File: config.mk
export PLATFORM = sky130hd
export DESIGN_NAME = uart_rx_sequencer_flat
export DESIGN_NICKNAME = d
export VERILOG_FILES = /design/src/rtl/uart_rx_if.sv /design/src/rtl/uart_rx_sequencer.sv /design/src/flat_wrapper.sv
export SDC_FILE = /design/constraint.sdc
export NUM_CORES = 1
export LEC_CHECK = 0
export CORE_ASPECT_RATIO = 1.25
export CORE_MARGIN = 2
export CORE_UTILIZATION = 57
export CTS_BUF_LIST = sky130_fd_sc_hd__clkbuf_8
export DETAILED_ROUTE_END_ITERATION = 8
export PLACE_DENSITY = 0.92
export SLEW_MARGIN = 20
export SYNTH_ARGS = -nofsm -noshare
export SYNTH_HDL_FRONTEND = slang
export SYNTH_SLANG_ARGS = --single-unit
File: constraint.sdc
create_clock -name clk -period 2.05 [get_ports clk]
set_input_delay 0.615 -clock clk [delete_from_list [all_inputs] [get_ports clk]]
set_output_delay 0.615 -clock clk [all_outputs]
set_load 0.05 [all_outputs]
File: src/rtl/uart_rx_if.sv
// Host-side bundle of the UART receive sequencer: line inputs, acknowledge and frame outputs.
interface uart_rx_if #(
  parameter int DATA_BITS = 8
);
  logic                 sample_enable;
  logic                 rx_in;
  logic                 rx_ack;
  logic [DATA_BITS-1:0] rx_data;
  logic                 rx_valid;
  logic                 ferror;
  logic                 perror;
  logic                 overrun;
  logic                 busy;

  modport master (
    output sample_enable, rx_in, rx_ack,
    input  rx_data, rx_valid, ferror, perror, overrun, busy
  );

  modport slave (
    input  sample_enable, rx_in, rx_ack,
    output rx_data, rx_valid, ferror, perror, overrun, busy
  );
endinterface

File: src/rtl/uart_rx_sequencer.sv
// UART receive frame sequencer: start detect, mid-bit sampling, stop/parity check, valid/ack handshake.
// Define RX_PARITY_EN to compile in one even-parity bit between the data bits and the stop bit.
module uart_rx_sequencer #(
  parameter int DATA_BITS  = 8,
  parameter int OVERSAMPLE = 16
) (
  input  logic     clk,
  input  logic     rst,
  uart_rx_if.slave bus
);
  localparam int TW = $clog2(OVERSAMPLE);
  localparam int BW = $clog2(DATA_BITS + 1);
  // START counts from 0 at the first low tick, so the bit centre lands on count OVERSAMPLE/2-2.
  localparam logic [TW-1:0] TICK_MID  = TW'(OVERSAMPLE / 2 - 2);
  localparam logic [TW-1:0] TICK_LAST = TW'(OVERSAMPLE - 1);
  localparam logic [BW-1:0] BIT_LAST  = BW'(DATA_BITS - 1);

`ifdef RX_PARITY_EN
  typedef enum logic [2:0] {S_IDLE, S_START, S_DATA, S_PARITY, S_STOP, S_BREAK} state_e;
`else
  typedef enum logic [2:0] {S_IDLE, S_START, S_DATA, S_STOP, S_BREAK} state_e;
`endif

  state_e               state_q;
  logic [1:0]           sync_q;
  logic                 rx_s;
  logic [TW-1:0]        tick_cnt_q;
  logic [BW-1:0]        bit_cnt_q;
  logic [DATA_BITS-1:0] shift_q;
  logic [DATA_BITS-1:0] rx_data_q;
  logic                 rx_valid_q;
  logic                 ferror_q;
  logic                 overrun_q;
  logic                 busy_q;
  logic                 tick_last;
`ifdef RX_PARITY_EN
  logic                 parity_q;
  logic                 perror_q;
`endif

  assign rx_s      = sync_q[1];
  assign tick_last = (tick_cnt_q == TICK_LAST);

  always_ff @(posedge clk or posedge rst) begin
    if (rst) begin
      // Synchronizer resets to the idle line level so release never looks like a start bit.
      sync_q     <= 2'b11;
      state_q    <= S_IDLE;
      tick_cnt_q <= '0;
      bit_cnt_q  <= '0;
      shift_q    <= '0;
      rx_data_q  <= '0;
      rx_valid_q <= 1'b0;
      ferror_q   <= 1'b0;
      overrun_q  <= 1'b0;
      busy_q     <= 1'b0;
`ifdef RX_PARITY_EN
      parity_q   <= 1'b0;
      perror_q   <= 1'b0;
`endif
    end else begin
      sync_q <= {sync_q[0], bus.rx_in};

      // NOTE: a completion further down reassigns rx_valid_q/overrun_q; with non-blocking
      // assignments the last one in the block wins, so a same-cycle ack yields the new frame.
      if (bus.rx_ack && rx_valid_q) begin
        rx_valid_q <= 1'b0;
        overrun_q  <= 1'b0;
      end

      if (bus.sample_enable) begin
        case (state_q)
          S_IDLE: begin
            if (!rx_s) begin
              state_q    <= S_START;
              tick_cnt_q <= '0;
              busy_q     <= 1'b1;
            end
          end

          S_START: begin
            if (tick_cnt_q == TICK_MID) begin
              tick_cnt_q <= '0;
              if (rx_s) begin
                state_q <= S_IDLE;
                busy_q  <= 1'b0;
              end else begin
                state_q   <= S_DATA;
                bit_cnt_q <= '0;
              end
            end else begin
              tick_cnt_q <= tick_cnt_q + 1'b1;
            end
          end

          S_DATA: begin
            tick_cnt_q <= tick_cnt_q + 1'b1;
            if (tick_last) begin
              shift_q   <= {rx_s, shift_q[DATA_BITS-1:1]};
              bit_cnt_q <= bit_cnt_q + 1'b1;
              if (bit_cnt_q == BIT_LAST) begin
`ifdef RX_PARITY_EN
                state_q <= S_PARITY;
`else
                state_q <= S_STOP;
`endif
              end
            end
          end

`ifdef RX_PARITY_EN
          S_PARITY: begin
            tick_cnt_q <= tick_cnt_q + 1'b1;
            if (tick_last) begin
              parity_q <= rx_s;
              state_q  <= S_STOP;
            end
          end
`endif

          S_STOP: begin
            tick_cnt_q <= tick_cnt_q + 1'b1;
            if (tick_last) begin
              rx_data_q  <= shift_q;
              rx_valid_q <= 1'b1;
              ferror_q   <= ~rx_s;
              overrun_q  <= rx_valid_q & ~bus.rx_ack;
`ifdef RX_PARITY_EN
              perror_q   <= (^shift_q) ^ parity_q;
`endif
              // A low stop bit parks in BREAK so a held-low line cannot start a new frame.
              state_q    <= rx_s ? S_IDLE : S_BREAK;
              busy_q     <= ~rx_s;
            end
          end

          S_BREAK: begin
            if (rx_s) begin
              state_q <= S_IDLE;
              busy_q  <= 1'b0;
            end
          end

          default: begin
            state_q    <= S_IDLE;
            tick_cnt_q <= '0;
            busy_q     <= 1'b0;
          end
        endcase
      end
    end
  end

  assign bus.rx_data  = rx_data_q;
  assign bus.rx_valid = rx_valid_q;
  assign bus.ferror   = ferror_q;
  assign bus.overrun  = overrun_q;
  assign bus.busy     = busy_q;
`ifdef RX_PARITY_EN
  assign bus.perror   = perror_q;
`else
  assign bus.perror   = 1'b0;
`endif
endmodule

File: src/flat_wrapper.sv
// flat-port wrapper written by rule: the top's interface ports become plain ports
module uart_rx_sequencer_flat 
#(
  parameter int DATA_BITS  = 8,
  parameter int OVERSAMPLE = 16
)
  (clk, rst, bus_sample_enable, bus_rx_in, bus_rx_ack, bus_rx_data, bus_rx_valid, bus_ferror, bus_perror, bus_overrun, bus_busy);
  uart_rx_if #(.DATA_BITS(DATA_BITS)) bus_i ();
  input  logic clk;
  input  logic rst;
  input wire logic [$bits(bus_i.sample_enable)-1:0] bus_sample_enable;
  input wire logic [$bits(bus_i.rx_in)-1:0] bus_rx_in;
  input wire logic [$bits(bus_i.rx_ack)-1:0] bus_rx_ack;
  output wire logic [$bits(bus_i.rx_data)-1:0] bus_rx_data;
  output wire logic [$bits(bus_i.rx_valid)-1:0] bus_rx_valid;
  output wire logic [$bits(bus_i.ferror)-1:0] bus_ferror;
  output wire logic [$bits(bus_i.perror)-1:0] bus_perror;
  output wire logic [$bits(bus_i.overrun)-1:0] bus_overrun;
  output wire logic [$bits(bus_i.busy)-1:0] bus_busy;
  assign bus_i.sample_enable = bus_sample_enable;
  assign bus_i.rx_in = bus_rx_in;
  assign bus_i.rx_ack = bus_rx_ack;
  assign bus_rx_data = bus_i.rx_data;
  assign bus_rx_valid = bus_i.rx_valid;
  assign bus_ferror = bus_i.ferror;
  assign bus_perror = bus_i.perror;
  assign bus_overrun = bus_i.overrun;
  assign bus_busy = bus_i.busy;
  uart_rx_sequencer #(.DATA_BITS(DATA_BITS), .OVERSAMPLE(OVERSAMPLE)) u_core (.clk(clk), .rst(rst), .bus(bus_i));
endmodule
; Word level (Yosys, flattened, before mapping)
; Cells that the tools add are included.
[classes]
n_eq_ne = 14
mux = 28
n_addsub = 2
reduce_logical = 10
bitwise_logic = 5
[op_table]
columns = cell, n
row1 = 3-bit two-way mux, 7
row2 = 4-bit two-way mux, 4
row3 = 4-bit case mux with 4 select lines, 1
row4 = 3-bit case mux with 5 select lines, 1
row5 = 1-bit two-way mux, 12
row6 = 2-bit by 1-bit inequality test with 1-bit output (second input constant), 5
row7 = 5-bit AND reduction, 2
row8 = 3-bit AND reduction, 3
row9 = 4-bit by 1-bit adder with 4-bit output (second input constant), 2
row10 = 4-bit by 3-bit equality test with 1-bit output (second input constant), 2
row11 = 4-bit case mux with 2 select lines, 1
row12 = 7-bit AND reduction, 1
row13 = 3-bit by 2-bit equality test with 1-bit output (second input constant), 2
row14 = 1-bit case mux with 5 select lines, 1
row15 = 4-bit equality test (second input constant), 1
row16 = 2-bit inequality test (second input constant), 2
row17 = 1-bit inverter, 4
row18 = 3-bit by 1-bit equality test with 1-bit output (second input constant), 1
row19 = 3-bit equality test (second input constant), 1
row20 = 3-bit logical NOT, 1
row21 = 2-bit two-way mux, 1
row22 = 2-bit nonzero test, 1
row23 = 2-bit OR reduction, 1
row24 = 1-bit bitwise AND, 1
row25 = 1-bit logical AND, 1
[totals]
out_inout_bits = 13
word_cells = 69
register_bits = 33

; Depth between registers and ports, before layout
[depth]
depth_word = 5
depth_mapped = 7
ltp_nobuf = 6

; Worst setup path before layout
; OpenSTA, ideal clock, no wires.
[synth_path]
path_type = register to register
startpoint = register u_core.tick_cnt_q[0]
endpoint = register u_core.rx_data_q[0] (netlist: u_core.bus.rx_data[0])
path_buffers = 2
t_required_ns = 1.925
path_slack_ns = 0.328
setup_time_ns = 0.125
arrival_time_ns = 1.598
stages_incl_launch_ff = 7
synth_period_minus_slack_ns = 1.722
cell_sequence = dfrtp_1 -> ha_1 -> and3_1 -> clkbuf_2 -> and4_1 -> buf_4 -> mux2_2
[synth_via]
elab_chain_len = 2
[synth_lines]
columns = element, line
row1 = "start, declared", uart_rx_sequencer.sv:27  ; logic [TW-1:0] tick_cnt_q;
row2 = "start signal, assigned", uart_rx_sequencer.sv:92  ; tick_cnt_q <= tick_cnt_q + 1'b1;
row3 = "start signal, assigned", uart_rx_sequencer.sv:97  ; tick_cnt_q <= tick_cnt_q + 1'b1;
row4 = "start signal, assigned", uart_rx_sequencer.sv:122  ; tick_cnt_q <= tick_cnt_q + 1'b1;
row5 = 4-bit equality test, uart_rx_sequencer.sv:42  ; assign tick_last = (tick_cnt_q == TICK_LAST);
row6 = 3-bit AND reduction (no line), n/a
row7 = "end signal, assigned", uart_rx_sequencer.sv:124  ; rx_data_q <= shift_q;
row8 = "end, declared", uart_rx_sequencer.sv:30  ; logic [DATA_BITS-1:0] rx_data_q;
; No other way between the ends.
; A chain may end at the register's enable or synchronous reset.

; Worst setup path after layout
; Same ends and word-level chain as after synthesis.

==> metrics.txt <==
die height=63.1 um; outcome=complete, no violations; buffer levels on the longest clock path=2; 1st-pass router iterations=4; count of instances resized after the clock tree is built=0; number of sinks handled by clock tree synthesis=33; row cnt=21; setup TNS after final layout=0 ns; post-route cell area=around 1900 um^2; Fill cells=207; Synth async-reset ratio=100%; worst hold slack=0.355 ns; H-tree Lvls=2; TritonCTS clock tree=done; horizontal die dimension=51.2 um; worst min-delay path endpoint=u_core.sync_q[1]; Tmin final=1.90 ns; placeable core area=2680 um^2; Clock Pin Slew Worst Setup and Hold Paths=0.07 ns; required arrival time at the worst endpoint=2.22 ns; number of input and output port buffers inserted=16; class of the most critical setup path=flop to flop; peak supply drop=0.658 mV; clock latency on the worst-skew pair=0.28 ns; Synth top area share=roughly half; total CTS buffers=5; measured slew at the worst slew-check pin=0.599 ns; top layer reached by signal wires=met4; Hold Buf Count CTS=0; leakage power figure=0.923 nW; count of maximum capacitance violations=0; setup violators final=0; remaining antenna violation count after routing=0; clock root buffer master=sky130_fd_sc_hd__clkbuf_8; crit-path leading delay family=simple AND/OR/NAND/NOR gates; post-synth design cell area=1590 um^2; initial antenna violation count=0; critical path capture point type=flop; r2r worst-path depth=5; max-slew violations=0; met2 wire length=1690 um; Synth-to-Final Area Change=17.3%; number of remaining DRC errors=0; overflow left after global routing=0; Synth Area per Inst=11.8 um^2; total of warnings raised by yosys=0; n_diodes=0; Hold Fails Final Rpt=0; placed cell area=1780 um^2; post-synth top area cell=sky130_fd_sc_hd__dfrtp_1; vias in the first global route=1,213; Slowest Stage Delay on Critical Path=0.43 ns; unrepaired setup endpoints after global routing=false; number of buffers and inverters on the critical path=1; synth top area cells=sky130_fd_sc_hd__dfrtp_1 (49%), sky130_fd_sc_hd__mux2_2 (11%), sky130_fd_sc_hd__dfstp_2 (3.3%); share of the clock period used by the worst path=between 90% and 100%; aggregate global-route resource usage=roughly 24%; Top-Level Pins=18; most frequent cell after synthesis=sky130_fd_sc_hd__dfrtp_1; Gate Count Post-Synth=135; number of vias after detailed routing=1,138; Hold Startpoint=u_core.sync_q[0]; largest net degree at the start of global routing=22; final net count=165; count of routing violations after the opening detailed-route iteration=21; Clock Skews=0.00791 ns; dominant synthesized flop cell=sky130_fd_sc_hd__dfrtp_1; final weighted congestion in routability-driven placement=0.799; Worst R2R End=u_core.bus.rx_data[0]; drt total wl=3190 um; worst setup timing slack at the placement stage=0.0195 ns; worst-path fanout max=11; path category of the worst min-delay check=flop to flop; remaining max-slew budget at the tightest pin=around 60%; total length of routed met3 wires=147 um; Final Worst Setup Slack=0.148 ns; Pwr Density=1080 nW/um^2; cell-by-cell listing of the critical path=ha_1, and3_1, and4_1, buf_12, mux2_2; sequential share of the synthesized area=52.1%; Synth Register Bits=33; DR WL/cell=16.6 um; via count normalized by instance count=approximately 6; unique cell type count in the Yosys netlist=45; library cell contributing the largest single delay on the critical path=sky130_fd_sc_hd__dfrtp_1; cell types with the highest counts after synthesis=sky130_fd_sc_hd__dfrtp_1 (31), sky130_fd_sc_hd__mux2_2 (16), sky130_fd_sc_hd__inv_1 (7), sky130_fd_sc_hd__nor2_1 (7), sky130_fd_sc_hd__o31ai_1 (6); dpl hpwl=2300 um; global-route wire length before repair=5580 um; fraction of layout instances using a drive strength above 1=30.4%; data arrival at the endpoint of the critical path=2.07 ns; number of flops mapped to enable cells by yosys=0; Critical Path Start Type=flop; initial standard-cell utilization of the core=59.3%; highest achievable clock rate=0.526 GHz; Reg2Reg Launch Point=u_core.tick_cnt_q[0]; Post-Synthesis Net Count=143; wire length on met1=1240 um; minimum setup slack among reg-to-reg paths=0.15 ns; Die Outline Area=3230 um^2; post-CTS setup buffers=0; cell depth of the worst min-delay path=0
## how the worst max path moves through the flow
| stage | slack (ns) | cells past startpoint | end | start |
|---|---|---|---|---|
| after floorplan | 0.33 | 6 | u_core.bus.rx_data[0] | u_core.tick_cnt_q[0] |
| after global placement | 0.05 | 4 | u_core.bus.rx_data[2] | bus_sample_enable |
| after detailed placement | 0.02 | 5 | u_core.bit_cnt_q[1] | bus_sample_enable |
| after CTS | 0.15 | 5 | u_core.bus.rx_data[3] | u_core.tick_cnt_q[0] |
| after global routing | 0.06 | 5 | u_core.bus.rx_data[3] | u_core.tick_cnt_q[0] |
| final | 0.15 | 5 | u_core.bus.rx_data[0] | u_core.tick_cnt_q[0] |
## report_power, final
| part | switching, mW | internal (mW) | leakage [nW] | total [mW] |
|---|---|---|---|---|
| logic | 0.376 | 0.279 | 0.442 | 0.655 |
| registers | 0.149 | 0.757 | 0.434 | 0.906 |
| clock network | 0.228 | 0.230 | 0.0467 | 0.458 |
| total | 0.753 | 1.27 | 0.923 | 2.02 |
## through the flow
stage	total power, mW	util (%)	cells
after floorplan	1.40	-	135
after global placement	1.52	66.5	184
after detailed placement	1.57	66.5	184
after CTS	2.03	69.6	192
after global routing	2.15	69.6	192
final	2.02	69.6	192
## layer usage
layer / GRT usage [%] / up-vias
li1: - / 539
met1: 26.5 / 555
met2: 40.9 / 32
met3: 6.87 / 12
met4: 13.8 / 0
met5: 0 / -
## placed cells by master (no fill, tap or decap), types with 2 or more instances in the layout
cell,count
sky130_fd_sc_hd__mux2i_1,2
sky130_fd_sc_hd__nor2_1,7
sky130_fd_sc_hd__nand2_1,4
sky130_fd_sc_hd__o31ai_1,6
sky130_fd_sc_hd__nor2b_1,2
sky130_fd_sc_hd__nand3_1,2
sky130_fd_sc_hd__a21o_1,3
sky130_fd_sc_hd__a31oi_1,2
sky130_fd_sc_hd__dfrtp_1,31
sky130_fd_sc_hd__o21ai_0,3
sky130_fd_sc_hd__nand2b_1,3
sky130_fd_sc_hd__inv_1,9
sky130_fd_sc_hd__clkbuf_8,5
sky130_fd_sc_hd__nor4_1,3
sky130_fd_sc_hd__a21oi_1,4
sky130_fd_sc_hd__clkdlybuf4s50_1,4
sky130_fd_sc_hd__mux2_2,16
sky130_fd_sc_hd__dfstp_2,2
sky130_fd_sc_hd__ha_1,3
sky130_fd_sc_hd__buf_4,18
sky130_fd_sc_hd__a221o_1,2
sky130_fd_sc_hd__nand4_1,3
## kinds of logic after synthesis
group / after synthesis / share of synthesized area [%]
AND/OR/NAND/NOR: 35 / 14.1
flip-flops: 33 / 52.1
AO/OA/AOI/OAI: 29 / 13.5
multiplexers: 18 / 12.6
buffers and inverters: 15 / 4.56
adder cells (fa/ha/maj): 3 / 2.36
other: 1 / 0.236
XOR/XNOR: 1 / 0.551
## layout make-up
type / count / area [um^2] / share of cell area, %
clock inverter: 3 / 15.0 / 0.805
multi-input combinational: 87 / 689 / 37.0
inverter: 7 / 26.3 / 1.41
timing repair buffer: 23 / 195 / 10.5
sequential: 33 / 828 / 44.4
clock buffer: 5 / 68.8 / 3.69
tap: 34 / 42.5 / 2.28
## flip-flops by register name, indices dropped and copies added, names as in the netlist
signal / count
u_core.bus.rx_valid: 1
u_core.sync_q: 2
u_core.bit_cnt_q: 4
u_core.tick_cnt_q: 4
u_core.shift_q: 8
u_core.bus.busy: 1
u_core.state_q: 3
u_core.bus.overrun: 1
u_core.bus.ferror: 1
u_core.bus.rx_data: 8
No activity file was read; power rests on OpenSTA's default activity.
==> edit 1, RTL diff (same settings) <==
`OVERSAMPLE` is set to 16 in 2 places; all go to 32.
--- a/src/rtl/uart_rx_sequencer.sv
+++ b/src/rtl/uart_rx_sequencer.sv
@@ -2,7 +2,7 @@
 // Define RX_PARITY_EN to compile in one even-parity bit between the data bits and the stop bit.
 module uart_rx_sequencer #(
   parameter int DATA_BITS  = 8,
-  parameter int OVERSAMPLE = 16
+  parameter int OVERSAMPLE = 32
 ) (
   input  logic     clk,
   input  logic     rst,
--- a/src/flat_wrapper.sv
+++ b/src/flat_wrapper.sv
@@ -2,7 +2,7 @@
 module uart_rx_sequencer_flat 
 #(
   parameter int DATA_BITS  = 8,
-  parameter int OVERSAMPLE = 16
+  parameter int OVERSAMPLE = 32
 )
   (clk, rst, bus_sample_enable, bus_rx_in, bus_rx_ack, bus_rx_data, bus_rx_valid, bus_ferror, bus_perror, bus_overrun, bus_busy);
   uart_rx_if #(.DATA_BITS(DATA_BITS)) bus_i ();
Formal check against the unedited RTL: no difference found for any inputs over 10 cycles, from zero or initial values and one cycle with rst high; that may be too few to reach the edited logic, so the function may still have changed.
==> edit 1 against the original RTL <==
- clock power rose by 63%
- clock skew fell by 0.0015 ns
- area after synthesis rose by 5.5%
- via count rose by 12%
- final area rose by 9.2%
- sequential cell count rose by 1
- routed wire length rose by 11%
- setup slack got worse by 0.091 ns
- power fell by 0.26%
- highest routed layer unchanged
==> edit 1: results (changes against the original RTL) <==
status = finished clean (unchanged)
GP Congestion = 0.8814 (was 0.7986)
cells on worst reg2reg path = 7 (was 5)
R2R Setup Slk = 0.06 ns (was 0.15 ns)
Routed Wire Length = 3544 um (was 3189 um)
first-pass GRT wire length = 5692 um (was 5582 um)
worst-path maximum fanout = 4 (was 11)
Post-synth top cells = nand2_1 (33), dfrtp_1 (32), o21ai_0 (9) (was dfrtp_1 (31), mux2_2 (16), inv_1 (7), nor2_1 (7), o31ai_1 (6))
XOR/XNOR Fraction of Synth Area = 0.005220 (was 0.005507)
layout cell share with drive strength beyond 1 = 0.2857 (was 0.3038)
drt initial violations = 22 (was 21)
worst reg2reg startpoint = u_core.tick_cnt_q[1] (was u_core.tick_cnt_q[0])
hold slack = 0.3603 ns (was 0.3554 ns)
Final Skew = 0.006402 ns (was 0.007905 ns)
fin nets = 191 (was 165)
vias in the first global route = 1268 (was 1213)
Post-Synth Adder-Cell Area = 0.03729 (was 0.02360)
Place WS = 0.04161 ns (was 0.01951 ns)
Arr. time, crit path = 2.17 ns (was 2.07 ns)
GRT Total Usage = 0.2341 (was 0.2416)
slowest stage delay, CP = 0.40 ns (was 0.43 ns)
dpl cells = 208 (was 184)
syn_area_per_cell = 10.76 sq um (was 11.78 sq um)
Via density = 5.835 (was 5.927)
leakage = 1.012 nW (was 0.9226 nW)
Skew-Pair Late Insertion Delay = 0.30 ns (was 0.28 ns)
dpl hpwl = 2251 um (was 2303 um)
Peak VDD IR = 1.061 mV (was 0.6576 mV)
[edit 1: layout make-up]
cell class / instances / area [sq um]
timing repair buffer: 24 / 190.2
sequential: 34 / 853.3
multi-input combinational: 110 / 788.3
tap: 36 / 45.04
inverter: 6 / 22.52
fill: 197 / 825.8
clock inverter: 3 / 68.82
clock buffer: 5 / 68.82
[edit 1: logic make-up (layout without fill, tap and decap cells)]
family / after synthesis / after routing
buf+inv: 12 / 38
flops: 34 / 34
mux: 10 / 10
fa+ha+maj: 5 / 5
xor+xnor: 1 / 1
other cells: 1 / 1
compound gates: 31 / 31
simple gates: 62 / 62
[edit 1: what timing repair did]
action                                 in CTS  in global routing
setup endpoints to repair                   0                 15
resized for setup                           0                  4
buffers inserted                            0                  2
endpoints found under the hold margin       0                  0
[edit 1: how the worst max path moves through the flow]
stage / startpoint / end / slack, ns / cells past startpoint
floorplan: u_core.tick_cnt_q[0] / u_core.bus.busy / 0.29 / 6
global placement: bus_sample_enable / u_core.shift_q[1] / 0.08 / 4
detailed placement: bus_sample_enable / u_core.bit_cnt_q[0] / 0.04 / 5
CTS: u_core.tick_cnt_q[0] / u_core.bit_cnt_q[2] / 0.001 / 7
global route: u_core.tick_cnt_q[1] / u_core.bit_cnt_q[0] / -0.03 / 7
finish: u_core.tick_cnt_q[1] / u_core.bit_cnt_q[0] / 0.06 / 7
[edit 1: power by group]
part	switching (W)	internal, W	total (W)
Combinational	0.000211	0.000193	0.000404
Sequential	0.000115	0.000748	0.000863
Clock	0.000259	0.000487	0.000746
Total	0.000585	0.00143	0.00201
[edit 1: routing by layer]
metal  up-vias  part of all wire  global-route usage
met4         0             0.028              0.1090
met5         -                 0                   0
met3         9             0.050             0.07604
met1       635              0.39              0.2689
met2        38              0.53              0.3875
li1        590                 -                   -
==> edit 2, RTL diff (same settings) <==
Without the edit above. Reset style: synchronous (`rst`), changed in one clocked block.
--- a/src/rtl/uart_rx_sequencer.sv
+++ b/src/rtl/uart_rx_sequencer.sv
@@ -41,7 +41,7 @@
   assign rx_s      = sync_q[1];
   assign tick_last = (tick_cnt_q == TICK_LAST);
 
-  always_ff @(posedge clk or posedge rst) begin
+  always_ff @(posedge clk) begin
     if (rst) begin
       // Synchronizer resets to the idle line level so release never looks like a start bit.
       sync_q     <= 2'b11;
Formal check against the unedited RTL: differs if rst is asserted again (counterexample within 4 cycles, from zero or initial values and one cycle with rst high); with rst held inactive, the same outputs for 10 cycles.
==> edit 2 against the original RTL <==
- count of clock-buffer cells in the layout increased by 1
- critical path depth decreased by 1
- synthesized cell count increased by 26%
- setup slack improved by 0.048 ns
- fmax increased by 2.6%
- area after synthesis decreased by 3.5%
- sequential cell count unchanged
- final area decreased by 1.3%
- routed wire length increased by 3.1%
- non-clock buffer count increased by 5
Power is not compared: it rests on default switching activity, and its combinational part moved more than twofold at a synthesized area within 25%.
==> edit 2: results (changes against the original RTL) <==
status = finished clean (unchanged)
asr flop ratio synth = 0 (was 1.000)
Place WS = 0.03127 ns (was 0.01951 ns)
slowest stage delay, CP = 0.54 ns (was 0.43 ns)
Post-CTS Setup Inserts = 0 (unchanged)
Final Skew = 0.003593 ns (was 0.007905 ns)
slowest CP cell = or4b_4 (was dfrtp_1)
Post-synth top cells = dfxtp_1 (33), o21ai_0 (17), nor2_1 (15) (was dfrtp_1 (31), mux2_2 (16), inv_1 (7), nor2_1 (7), o31ai_1 (6))
sequential share of cell area = 0.3589 (was 0.4440)
Cell Count, Final, Fillers Out = 229 (was 192)
Final Hold Fails = 0 (unchanged)
syn_area_per_cell = 9.023 sq um (was 11.78 sq um)
fin nets = 203 (was 165)
CTS Buf Count = 5 (unchanged)
number of fillers in the final layout = 220 (was 207)
Via density = 5.799 (was 5.927)
dpl cells = 222 (was 184)
H-Tree Depth = 2 (unchanged)
Port Buf Inserts = 16 (unchanged)
worst-path maximum fanout = 13 (was 11)
largest net degree at the start of global routing = 30 (was 22)
first-pass GRT wire length = 5609 um (was 5582 um)
worst hold endpoint = u_core.sync_q[1] (unchanged)
Reg-to-Reg End = u_core.bit_cnt_q[0] (was u_core.bus.rx_data[0])
Util after Layout = 0.7005 (was 0.6961)
vias in the first global route = 1318 (was 1213)
GRT Total Usage = 0.2428 (was 0.2416)
drt initial violations = 20 (was 21)
Hold Path Class = flop to flop (unchanged)
Register Area = 660.6 sq um (was 828.3 sq um)
Critical path origin = u_core.state_q[0] (was u_core.tick_cnt_q[0])
Hold Path Origin = u_core.sync_q[0] (unchanged)
Syn Nets = 178 (was 143)
hold slack = 0.4082 ns (was 0.3554 ns)
Multi-input comb cells = 122 (was 87)
Arr. time, crit path = 2.07 ns (about the same)
Area contributors post-synth = dfxtp_1 (43%), mux2i_1 (5.9%), o21ai_0 (5.5%), a21oi_1 (4.6%), nor2_1 (3.7%) (was dfrtp_1 (49%), mux2_2 (11%), dfstp_2 (3.3%), o31ai_1 (2.8%), ha_1 (2.4%))
area grow syn2layout = 19.98% (was 17.31%)
Root Driver = clkbuf_8 (unchanged)
Placed Area = 1754 sq um (was 1782 sq um)
cells on worst reg2reg path = 4 (was 5)
GP Congestion = 0.8370 (was 0.7986)
layout cell share with drive strength beyond 1 = 0.2000 (was 0.3038)
Avg WL per Cell = 14.36 um (was 16.61 um)
Hold Path Stages = 1 (was 0)
bufs w/o clock = 28 (was 23)
Clock buf/inv share = 0.04691 (was 0.04494)
layout clock buffer count = 6 (was 5)
dpl hpwl = 2349 um (was 2303 um)
Non-clock buffer share = 0.1264 (was 0.1046)
inverters = 5 (was 7)
Seq/Total Area, Yosys = 0.4307 (was 0.5208)
multi-input combinational area share = 0.4344 (was 0.3696)
## edit 2: cell types whose count changed in the layout (fill, tap and decap cells not counted), sizes merged, moves of 4 or more
cell,unedited run,this run
a211oi,0,4
a21oi,4,14
buf,19,24
dfrtp,31,0
dfxtp,0,33
mux2,16,1
mux2i,2,9
nand3,2,10
nor2,7,15
o21ai,3,17
o31ai,7,3
## edit 2: cells by family (layout without fill, tap and decap cells)
family / count (synthesis) / in the layout / share of synthesized area
compound gates: 47 / 47 / 0.1933
buf+inv: 15 / 40 / 0.04812
xor+xnor: 4 / 4 / 0.02284
flops: 33 / 33 / 0.4307
mux: 10 / 10 / 0.06607
other cells: 1 / 1 / 0.002445
simple gates: 57 / 57 / 0.2121
fa+ha+maj: 3 / 3 / 0.02447
## edit 2: routing by layer
metal,wire length [um],track usage,vias to the layer above
met5,0,0,-
met4,60,0.1158,0
met3,111,0.06459,6
met2,1786,0.4737,24
met1,1329,0.2413,640
li1,-,-,658
